$ cat src/rtl/bus_controller.sv
// rtl/bus_controller.sv - shared snooping-bus controller with round-robin arbiter and 8x4 main memory
//
// Purpose: captures per-CPU miss/invalidate messages, grants one at a time in
// round-robin order, broadcasts a snoop, takes an optional owner write-back,
// accesses main memory and returns a one-cycle reply to the requester.
//
// Ports:
//   clock        in   system clock, rising edge
//   reset        in   asynchronous active-high reset
//   bus_out_cpu  in   NUM_CPU x 10: [9] readMiss [8] writeMiss [7] invalidate [6:4] addr [3:0] data
//   wb_valid     in   NUM_CPU: CPU supplies modified data for the snooped address
//   wb_data      in   NUM_CPU x 4 write-back data
//   bus_in_cpu   out  NUM_CPU x 11: [10] snoop [9] ack [8] kill [7] read [6:4] addr [3:0] data
//   busy         out  high whenever a transaction is in flight

module bus_controller #(
   parameter int         NUM_CPU  = 3,
   parameter logic [3:0] MEM_INIT = 4'h0
) (
   input  logic                   clock,
   input  logic                   reset,
   input  logic [NUM_CPU*10-1:0]  bus_out_cpu,
   input  logic [NUM_CPU-1:0]     wb_valid,
   input  logic [NUM_CPU*4-1:0]   wb_data,
   output logic [NUM_CPU*11-1:0]  bus_in_cpu,
   output logic                   busy
);

   localparam int CW = $clog2(NUM_CPU);

   typedef logic [CW-1:0] cpu_t;
   typedef enum logic [1:0] {S_IDLE, S_SNOOP, S_WB, S_REPLY} state_t;
   typedef enum logic [1:0] {T_NONE, T_RM, T_WM, T_INV} req_t;

   state_t                r_state;
   state_t                w_state_nxt;
   logic [NUM_CPU-1:0]    r_pending;
   req_t                  r_req_type [NUM_CPU];
   logic [2:0]            r_req_addr [NUM_CPU];
   cpu_t                  r_ptr;
   cpu_t                  r_cur_cpu;
   req_t                  r_cur_type;
   logic [2:0]            r_cur_addr;
   logic [3:0]            r_mem [8];
   logic [NUM_CPU*11-1:0] r_bus_in;

   logic                  w_grant_found;
   cpu_t                  w_grant_idx;
   cpu_t                  w_ptr_nxt;
   logic [CW:0]           w_sum;
   logic [NUM_CPU*11-1:0] w_snoop;
   logic [NUM_CPU*11-1:0] w_reply;
   logic                  w_wb_hit;
   logic [3:0]            w_wb_nib;
   logic [3:0]            w_reply_data;
   logic [NUM_CPU*4-1:0]  w_unused_data;

   // The data nibble of a request message carries nothing for this block.
   for (genvar g = 0; g < NUM_CPU; g++) begin : g_unused
      assign w_unused_data[4*g +: 4] = bus_out_cpu[10*g +: 4];
   end

   // Round-robin search: walk from the farthest candidate back toward the
   // pointer so the candidate closest to the pointer is written last and wins.
   always_comb begin
      w_grant_found = 1'b0;
      w_grant_idx   = '0;
      w_sum         = '0;
      for (int k = NUM_CPU - 1; k >= 0; k--) begin
         w_sum = {1'b0, r_ptr} + (CW+1)'(k);
         if (w_sum >= (CW+1)'(NUM_CPU)) begin
            w_sum = w_sum - (CW+1)'(NUM_CPU);
         end
         if (r_pending[w_sum[CW-1:0]]) begin
            w_grant_found = 1'b1;
            w_grant_idx   = w_sum[CW-1:0];
         end
      end
   end

   assign w_ptr_nxt = (w_grant_idx == cpu_t'(NUM_CPU - 1)) ? '0 : w_grant_idx + cpu_t'(1);

   // Snoop broadcast for the CPU about to be granted; the requester sees nothing.
   always_comb begin
      w_snoop = '0;
      for (int j = 0; j < NUM_CPU; j++) begin
         if (cpu_t'(j) != w_grant_idx) begin
            w_snoop[11*j +: 11] = {1'b1, 1'b0,
                                   (r_req_type[w_grant_idx] == T_WM) || (r_req_type[w_grant_idx] == T_INV),
                                   (r_req_type[w_grant_idx] == T_RM),
                                   r_req_addr[w_grant_idx], 4'h0};
         end
      end
   end

   // Owner write-back: the requester's own wb_valid is masked; lowest index wins.
   always_comb begin
      w_wb_hit = 1'b0;
      w_wb_nib = '0;
      for (int j = NUM_CPU - 1; j >= 0; j--) begin
         if (wb_valid[j] && (cpu_t'(j) != r_cur_cpu)) begin
            w_wb_hit = 1'b1;
            w_wb_nib = wb_data[4*j +: 4];
         end
      end
   end

   assign w_reply_data = w_wb_hit ? w_wb_nib :
                         (r_cur_type == T_INV) ? 4'h0 : r_mem[r_cur_addr];

   always_comb begin
      w_reply = '0;
      for (int j = 0; j < NUM_CPU; j++) begin
         if (cpu_t'(j) == r_cur_cpu) begin
            w_reply[11*j +: 11] = {1'b0, 1'b1, 2'b00, r_cur_addr, w_reply_data};
         end
      end
   end

   always_ff @(posedge clock or posedge reset) begin
      if (reset) begin
         r_state <= S_IDLE;
      end else begin
         r_state <= w_state_nxt;
      end
   end

   always_comb begin
      w_state_nxt = r_state;
      case (r_state)
         S_IDLE:  if (w_grant_found) w_state_nxt = S_SNOOP;
         S_SNOOP: w_state_nxt = S_WB;
         S_WB:    w_state_nxt = S_REPLY;
         S_REPLY: w_state_nxt = S_IDLE;
         default: w_state_nxt = S_IDLE;
      endcase
   end

   always_ff @(posedge clock or posedge reset) begin
      if (reset) begin
         r_pending  <= '0;
         r_ptr      <= '0;
         r_cur_cpu  <= '0;
         r_cur_type <= T_NONE;
         r_cur_addr <= '0;
         r_bus_in   <= '0;
         for (int i = 0; i < NUM_CPU; i++) begin
            r_req_type[i] <= T_NONE;
            r_req_addr[i] <= '0;
         end
         for (int a = 0; a < 8; a++) begin
            r_mem[a] <= MEM_INIT;
         end
      end else begin
         // Capture only into empty slots; a grant below only clears a slot that
         // was already full, so the two never touch the same bit on one edge.
         for (int i = 0; i < NUM_CPU; i++) begin
            if (!r_pending[i] && (|bus_out_cpu[10*i+7 +: 3])) begin
               r_pending[i]  <= 1'b1;
               r_req_addr[i] <= bus_out_cpu[10*i+4 +: 3];
               if (bus_out_cpu[10*i+7])      r_req_type[i] <= T_INV;
               else if (bus_out_cpu[10*i+8]) r_req_type[i] <= T_WM;
               else                          r_req_type[i] <= T_RM;
            end
         end

         case (r_state)
            S_IDLE: begin
               if (w_grant_found) begin
                  r_pending[w_grant_idx] <= 1'b0;
                  r_cur_cpu              <= w_grant_idx;
                  r_cur_type             <= r_req_type[w_grant_idx];
                  r_cur_addr             <= r_req_addr[w_grant_idx];
                  r_ptr                  <= w_ptr_nxt;
                  r_bus_in               <= w_snoop;
               end
            end
            S_SNOOP: r_bus_in <= '0;
            S_WB: begin
               if (w_wb_hit) r_mem[r_cur_addr] <= w_wb_nib;
               r_bus_in <= w_reply;
            end
            S_REPLY: r_bus_in <= '0;
            default: r_bus_in <= '0;
         endcase
      end
   end

   assign bus_in_cpu = r_bus_in;
   assign busy       = (r_state != S_IDLE);

endmodule

$ cat config.mk
export PLATFORM = sky130hd
export DESIGN_NAME = bus_controller
export DESIGN_NICKNAME = d
export VERILOG_FILES = /design/src/rtl/bus_controller.sv
export SDC_FILE = /design/constraint.sdc
export NUM_CORES = 1
export LEC_CHECK = 0
export CAP_MARGIN = 20
export CORE_UTILIZATION = 42
export CTS_BUF_LIST = sky130_fd_sc_hd__clkbuf_16
export DETAILED_ROUTE_END_ITERATION = 16
export GPL_ROUTABILITY_DRIVEN = 0
export GPL_TIMING_DRIVEN = 0
export PLACE_DENSITY = 0.68
export SLEW_MARGIN = 20
export SYNTH_ARGS = -nofsm -noshare
export SYNTH_HDL_FRONTEND = slang
export SYNTH_SLANG_ARGS = --single-unit
export TNS_END_PERCENT = 30
$ cat constraint.sdc
create_clock -name clock -period 3.7 [get_ports clock]
set_input_delay 0.555 -clock clock [delete_from_list [all_inputs] [get_ports clock]]
set_output_delay 0.555 -clock clock [all_outputs]
set_load 0.005 [all_outputs]
==> results of run 1 <==
registers in the layout (all words and copies together), names as in the netlist:
| register | cells |
|---|---|
| r_req_type | 6 |
| r_cur_cpu | 2 |
| bus_in_cpu | 33 |
| r_cur_addr | 3 |
| r_mem | 32 |
| r_ptr | 2 |
| r_cur_type | 2 |
| r_state | 2 |
| r_pending | 3 |
| r_req_addr | 9 |
cell type report:
| class | instances | area [um2] | share of cell area |
|---|---|---|---|
| repair buffers | 69 | 708 | 0.124 |
| clock buffers | 9 | 225 | 0.0395 |
| plain buffers | 16 | 115 | 0.0202 |
| clock inverters | 7 | 33.8 | 0.00592 |
| well taps | 136 | 170 | 0.0298 |
| multi-input cells | 281 | 2040 | 0.358 |
| flip-flops and latches | 94 | 2350 | 0.413 |
| inverters | 14 | 55.1 | 0.00966 |
routing by layer:
layer / track usage / vias to the layer above / wire length (um)
met1: 0.272 / 1683 / 4630
met3: 0.0282 / 16 / 535
met5: 0 / - / 0
met4: 0.0675 / 0 / 174
li1: - / 1606 / -
met2: 0.335 / 81 / 5180
cells in the mapped netlist (2+ instances only):
library cell  count  share of area
a22oi_1           7          0.012
o31ai_1           2         0.0033
a21oi_1          17          0.019
nor3_1            9         0.0099
nand2b_1          4         0.0055
nand2_1          48          0.039
a32o_1            2         0.0044
nand3b_1          2         0.0033
a22o_1            5         0.0096
clkbuf_8          2         0.0060
dfrtp_1          94           0.52
a21o_2            2         0.0038
mux2_2           49           0.12
a222oi_1          3         0.0066
nand3_1           2         0.0022
mux4_2            8          0.039
inv_1            14          0.012
a21oi_4           2         0.0071
o21ai_0          37          0.041
mux2_4            2         0.0066
mux2i_1           7          0.015
or3_1             2         0.0027
clkbuf_1          7         0.0058
a21o_1            7          0.012
buf_4             3         0.0049
nor2_1           37          0.030
buf_6             3         0.0074
ha_1              5          0.014
nor2b_1           4         0.0055
stage by stage:
step | cell area, um2 | util
after floorplan | 4560 | -
after global placement | 5410 | 0.520
after detailed placement | 5440 | 0.523
after CTS | 5700 | 0.547
after global routing | 5700 | 0.547
final | 5700 | 0.547
worst paths after layout:
path | start | endpoint | slack [ns] | cells after the start
setup / recovery | r_ptr[0] | bus_in_cpu[0] | 0.93 | 8
hold / removal | bus_in_cpu[20] | bus_in_cpu[20] | 0.48 | 2
setup reg to reg | r_ptr[0] | bus_in_cpu[0] | 0.93 | 8
hold reg to reg | bus_in_cpu[20] | bus_in_cpu[20] | 0.48 | 2
max in group asynchronous | reset | r_req_addr[8] | 2.43 | 3
min in group asynchronous | reset | bus_in_cpu[11] | 0.64 | 2
critical path, cell delays in order, from the launching register on:
cell and delay (ns):
dfrtp_1 0.40, inv_1 0.09, ha_1 0.28, mux2i_1 0.28, o21ai_0 0.21, nor4_2 0.80
clkbuf_1 0.44, nand2_1 0.11, o31ai_1 0.08
logic make-up after synthesis:
family,count (synthesis),share of synthesized area
AO/OA/AOI/OAI,94,0.138
adder cells (fa/ha/maj),5,0.0137
buffers and inverters,30,0.0368
flip-flops,94,0.516
multiplexers,66,0.182
AND/OR/NAND/NOR,116,0.114
power by group:
group / switching [uW] / internal (uW)
combinational: 115 / 182
clock: 372 / 443
sequential: 64.0 / 1130
total: 551 / 1760
placed cells by master (no fill, tap or decap), types with 3 or more instances in the layout:
cell type and n:
dfrtp_1 94, clkdlybuf4s50_1 68, mux2_2 49, nand2_1 48
o21ai_0 37, nor2_1 37, a21oi_1 17, inv_1 15
nor3_1 9, clkbuf_16 9, mux4_2 8, mux2i_1 7
clkbuf_1 7, a22oi_1 7, a21o_1 7, a22o_1 5
ha_1 5, nor2b_1 4, nand2b_1 4, buf_6 3
buf_4 3, a222oi_1 3, clkinv_1 3
==> run_results.csv, run 1 <==
group,metric,value,unit
outcome,status,"completed",
timing,hold_viol,0,
global_route,grt_pass1_vias,3491,
worst_setup_path,path_class,"reg2reg",
timing,setup_viol,0,
yosys,seq_area_frac_synth,0.516,
yosys,yosysUniqueCellTypes,48,
yosys,async_flop_share,1.00,
clock_tree,cts_resized,0,
layout,num-fill-cells,920,
timing,worst_pin_slew,0.862,ns
layout,final-instance-count-excl-fill,626,
floorplanning,dieArea,11300,um2
yosys,syn_nets,457,
clock_tree,cts-root-buf,"clkbuf_16",
routing,wl_per_cell,16.8,um
floorplanning,rows,37,
clock_tree,cts_max_level,3,
job,cap_viol_max_count,0,
clock_tree,cts_tree,"done",
timing,relSlewSlack,0.421,
floorplanning,core_area,10400,um2
clock_tree,cts_hold_buf,0,
yosys,synth_area_per_cell,11.3,um2
floorplanning,io-pin-count,81,
layout,drive_gt1_frac,0.184,
yosys,synthCells,405,
clock_tree,clockBufferDepth,2,
power_and_ir_drop,irDropWorstVdd,0.190,mV
place,numPortBuffers,68,
place,pre_cts_ws,0.851,ns
clock_tree,post-cts-setup-buffers,0,
global_route,overflow,0,
routing,viasPerCell,5.41,
place,dpl.hpwl,7920,um
timing,fin_crit,2.77,ns
global_route,grt_max_degree,51,
power_and_ir_drop,p_total,2310,uW
timing,hold_slack,0.478,ns
floorplanning,start_util,0.438,
global_route,grt_pass1_wl,17700,um
timing,clock_skew,0.00456,ns
timing,setup_slack,0.925,ns
clock_tree,clk_latency,0.33,ns
routing,dr.pass1.iters,5,
worst_setup_path,path_max_fanout,10,
place,placed_cells,610,
floorplanning,die_y,106,um
routing,antenna_left,0,
floorplanning,fp.dieW,106,um
yosys,ys.flop_type,"dfrtp_1",
routing,drc_errors,0,
clock_tree,cts_buffers,9,
layout,syn_to_final_growth,25.0,%
worst_setup_path,critPathCaptureType,"flip-flop",
layout,antenna_cells,0,
timing,post-route-period-util,0.750,
worst_hold_path,hold_class,"reg2reg",
routing,vias,3386,
worst_setup_path,cp.required,3.94,ns
timing,fmax,360,MHz
power_and_ir_drop,leakage,0.00250,uW
routing,drt_iter0_markers,166,
timing,rsz0062_at_grt,"no",
yosys,yosysWarningCount,0,
global_route,grt_use_total,0.202,
clock_tree,path_clk_slew,0.06,ns
worst_setup_path,start_kind,"flip-flop",
layout,nets,537,
power_and_ir_drop,powerDensity,405,nW/um2
clock_tree,cts_sinks,94,
timing,final_max_slew_viol_count,0,
worst_setup_path,cp.arrival,3.02,ns
global_route,antenna_found_initial,0,
yosys,syn_area,4560,um2
routing,wirelength,10500,um
yosys,ys_ff_latch,94,
yosys,synth_edf_count,0,
timing,setup-tns-final,0,ns
No activity file was read; power rests on OpenSTA's default activity.
==> run 2, diff against run 1 <==
--- a/config.mk
+++ b/config.mk
@@ -11,7 +11,7 @@
 export DETAILED_ROUTE_END_ITERATION = 16
 export GPL_ROUTABILITY_DRIVEN = 0
 export GPL_TIMING_DRIVEN = 0
-export PLACE_DENSITY = 0.68
+export PLACE_DENSITY = 0.71
 export SLEW_MARGIN = 20
 export SYNTH_ARGS = -nofsm -noshare
 export SYNTH_HDL_FRONTEND = slang
==> constraint.sdc (replaced) <==
create_clock -name clock -period 2.4 [get_ports clock]
set_input_delay 0.36 -clock clock [delete_from_list [all_inputs] [get_ports clock]]
set_output_delay 0.36 -clock clock [all_outputs]
set_load 0.005 [all_outputs]
==> run 2 against run 1 <==
The run now ends with setup timing left. Critical path depth is 1 higher. Final cell count is 1.9% higher. Sequential share of layout area is 2.0 points lower. Largest power group unchanged. Sequential power is 53% higher. Final area is 5.1% higher. Critical endpoint is now r_cur_addr[0]. Via count is 2.8% higher. Fmax is 13% higher. Power is 62% higher. Highest routed layer unchanged. Core utilization is 2.8 points higher. Routed wire length is 1.3% higher. Register-to-register slack worse by 0.98 ns. Hold slack worse by 0.075 ns.
==> run_results.csv, run 2 (same netlist as run 1, synthesis figures left out) <==
group,metric,value,unit
layout,final-instance-count-excl-fill,638,
clock_tree,cts_max_level,3,
timing,fmax,408,MHz
layout,largest_register_ffs,33,
place,placed_cells,612,
clock_tree,cts_sinks,94,
layout,most-common-layout-cells,"dfrtp_1 (94), clkdlybuf4s50_1 (68), nand2_1 (48), mux2_2 (48), nor2_1 (37)",
power_and_ir_drop,powerDensity,624,nW/um2
routing,wl_per_cell,16.7,um
layout,layout_commonest_cell,"dfrtp_1",
clock_tree,path_clk_slew,0.07,ns
worst_setup_path,r2r_slack,-0.05,ns
floorplanning,rows,37,
worst_setup_path,cp.required,2.60,ns
power_and_ir_drop,seq_power_share,0.493,
floorplanning,io-pin-count,81,
timing,final_max_slew_viol_count,0,
floorplanning,core_area,10400,um2
worst_setup_path,path_class,"reg2reg",
timing,setup_viol,11,
floorplanning,dieArea,11300,um2
power_and_ir_drop,p_int,2850,uW
power_and_ir_drop,switching_power,893,uW
power_and_ir_drop,irDropWorstVdd,0.337,mV
worst_setup_path,critPathCaptureType,"flip-flop",
power_and_ir_drop,comb_power_share,0.127,
clock_tree,cts-root-buf,"clkbuf_16",
worst_setup_path,cp.arrival,2.66,ns
layout,drive_gt1_frac,0.243,
clock_tree,cts_tree,"done",
global_route,grt_pass1_wl,17400,um
power_and_ir_drop,clockPowerShare,0.380,
worst_setup_path,crit_buf_inv,2,
power_and_ir_drop,leakage,0.00259,uW
worst_setup_path,r2r_cells,9,
global_route,grt_max_degree,35,
global_route,antenna_found_initial,0,
worst_setup_path,r2r-end,"r_cur_addr[0]",
clock_tree,cts_buffers,9,
timing,clock_skew,0.00797,ns
timing,post-route-period-util,1.02,
global_route,grt_use_total,0.197,
worst_setup_path,worstReg2RegStart,"r_ptr[1]",
timing,rsz0062_at_grt,"yes",
worst_setup_path,path_max_fanout,6,
layout,syn_to_final_growth,31.4,%
layout,final_util,0.575,
outcome,violations,"setup timing",
power_and_ir_drop,switching_share,0.239,
timing,hold_viol,0,
clock_tree,clockBufferDepth,2,
place,numPortBuffers,68,
global_route,grt_pass1_vias,3484,
timing,setup_slack,-0.0529,ns
clock_tree,clk_latency,0.34,ns
worst_hold_path,hold_class,"in2async",
layout,final_area,5990,um2
worst_setup_path,crit_path_max_incr_delay,0.39,ns
place,placedInstanceArea,5490,um2
routing,drc_errors,0,
floorplanning,fp.dieW,106,um
floorplanning,start_util,0.438,
timing,worst_pin_slew,0.517,ns
layout,num-fill-cells,866,
routing,vias,3481,
worst_setup_path,path_cells,"inv_1 > ha_1 > buf_6 > mux2_4 > o31a_4 > a21oi_4 > mux2_2 > mux2i_4 > o21ai_0",
worst_setup_path,worst_path_max_delay_cell,"dfrtp_1",
worst_setup_path,critical_path.top_delay_family,"multiplexers",
timing,relSlewSlack,0.655,
routing,antenna_left,0,
job,cap_viol_max_count,0,
timing,hold_slack,0.403,ns
layout,nets,549,
worst_setup_path,start_kind,"flip-flop",
outcome,status,"complete, but fails checks",
routing,drt_iter0_markers,219,
routing,dr.pass1.iters,5,
layout,antenna_cells,0,
global_route,overflow,0,
floorplanning,die_y,106,um
routing,wirelength,10700,um
place,dpl.hpwl,7990,um
worst_setup_path,worstSetupPathDepth,9,
layout,seq_area,2350,um2
routing,viasPerCell,5.46,
timing,fin_crit,2.45,ns
layout,multi_input_area,2160,um2
==> run 2: changes by cell type in the layout (fill, tap and decap cells not counted), sizes merged <==
| cell | change |
|---|---|
| buf | +12 |
| inv | -2 |
| clkinvlp | +1 |
| bufinv | +1 |
==> run 2: what timing repair did <==
action	in CTS	in global routing
setup buffers	3	8
gates resized for setup	16	13
endpoints found under the hold margin	0	0
pin swaps	2	4
setup endpoints to repair	41	44
hold buffers	0	0
gates cloned	0	0
==> run 2: through the flow <==
stage	TNS [ns]	power, uW	setup WS, ns
finish	-0.375	3740	-0.0529
global route	-1.78	3870	-0.155
CTS	-0.112	3760	-0.0244
detailed placement	-11.56	2330	-0.329
global placement	-7.19	2300	-0.244
floorplan	0	2130	0.139
==> run 2: worst reg2reg max path, cell delays in order (launching register included) <==
cell	delay, ns
dfrtp_1	0.39
inv_1	0.06
ha_1	0.18
buf_6	0.13
mux2_4	0.31
o31a_4	0.30
a21oi_4	0.26
mux2_2	0.40
mux2i_4	0.18
o21ai_0	0.11
==> run 2: how the worst max path moves through the flow <==
stage                 from        endpoint  slack [ns]
2_1_floorplan     r_ptr[1]   bus_in_cpu[4]        0.14
3_3_place_gp   wb_valid[0]       r_mem[24]       -0.24
3_5_place_dp      r_ptr[0]  bus_in_cpu[17]       -0.33
4_1_cts           r_ptr[1]   r_cur_addr[0]       -0.02
5_1_grt           r_ptr[1]  bus_in_cpu[18]       -0.16
6_report          r_ptr[1]   r_cur_addr[0]       -0.05
==> run 2: power groups by stage <==
stage / clock network (uW) / registers [uW] / logic (uW)
finish: 1420 / 1840 / 474
global route: 1500 / 1860 / 515
CTS: 1440 / 1840 / 477
detailed placement: 0 / 1860 / 470
global placement: 0 / 1860 / 440
floorplan: 0 / 1830 / 300
==> run 2: final cells by class <==
| class | instances | area share |
|---|---|---|
| Clock buffer | 9 | 0.0376 |
| Multi-Input combinational cell | 281 | 0.360 |
| Clock inverter | 7 | 0.0121 |
| Tap cell | 136 | 0.0284 |
| Inverter | 14 | 0.00939 |
| Sequential cell | 94 | 0.392 |
| Buffer | 15 | 0.0200 |
| Timing Repair Buffer | 82 | 0.140 |
==> run 2: per-layer routing <==
metal | GRT usage | share of wire | wire [um]
met1 | 0.261 | 0.44 | 4660
met2 | 0.333 | 0.51 | 5420
met3 | 0.0258 | 0.038 | 400
met4 | 0.0714 | 0.016 | 168
met5 | 0 | 0 | 0
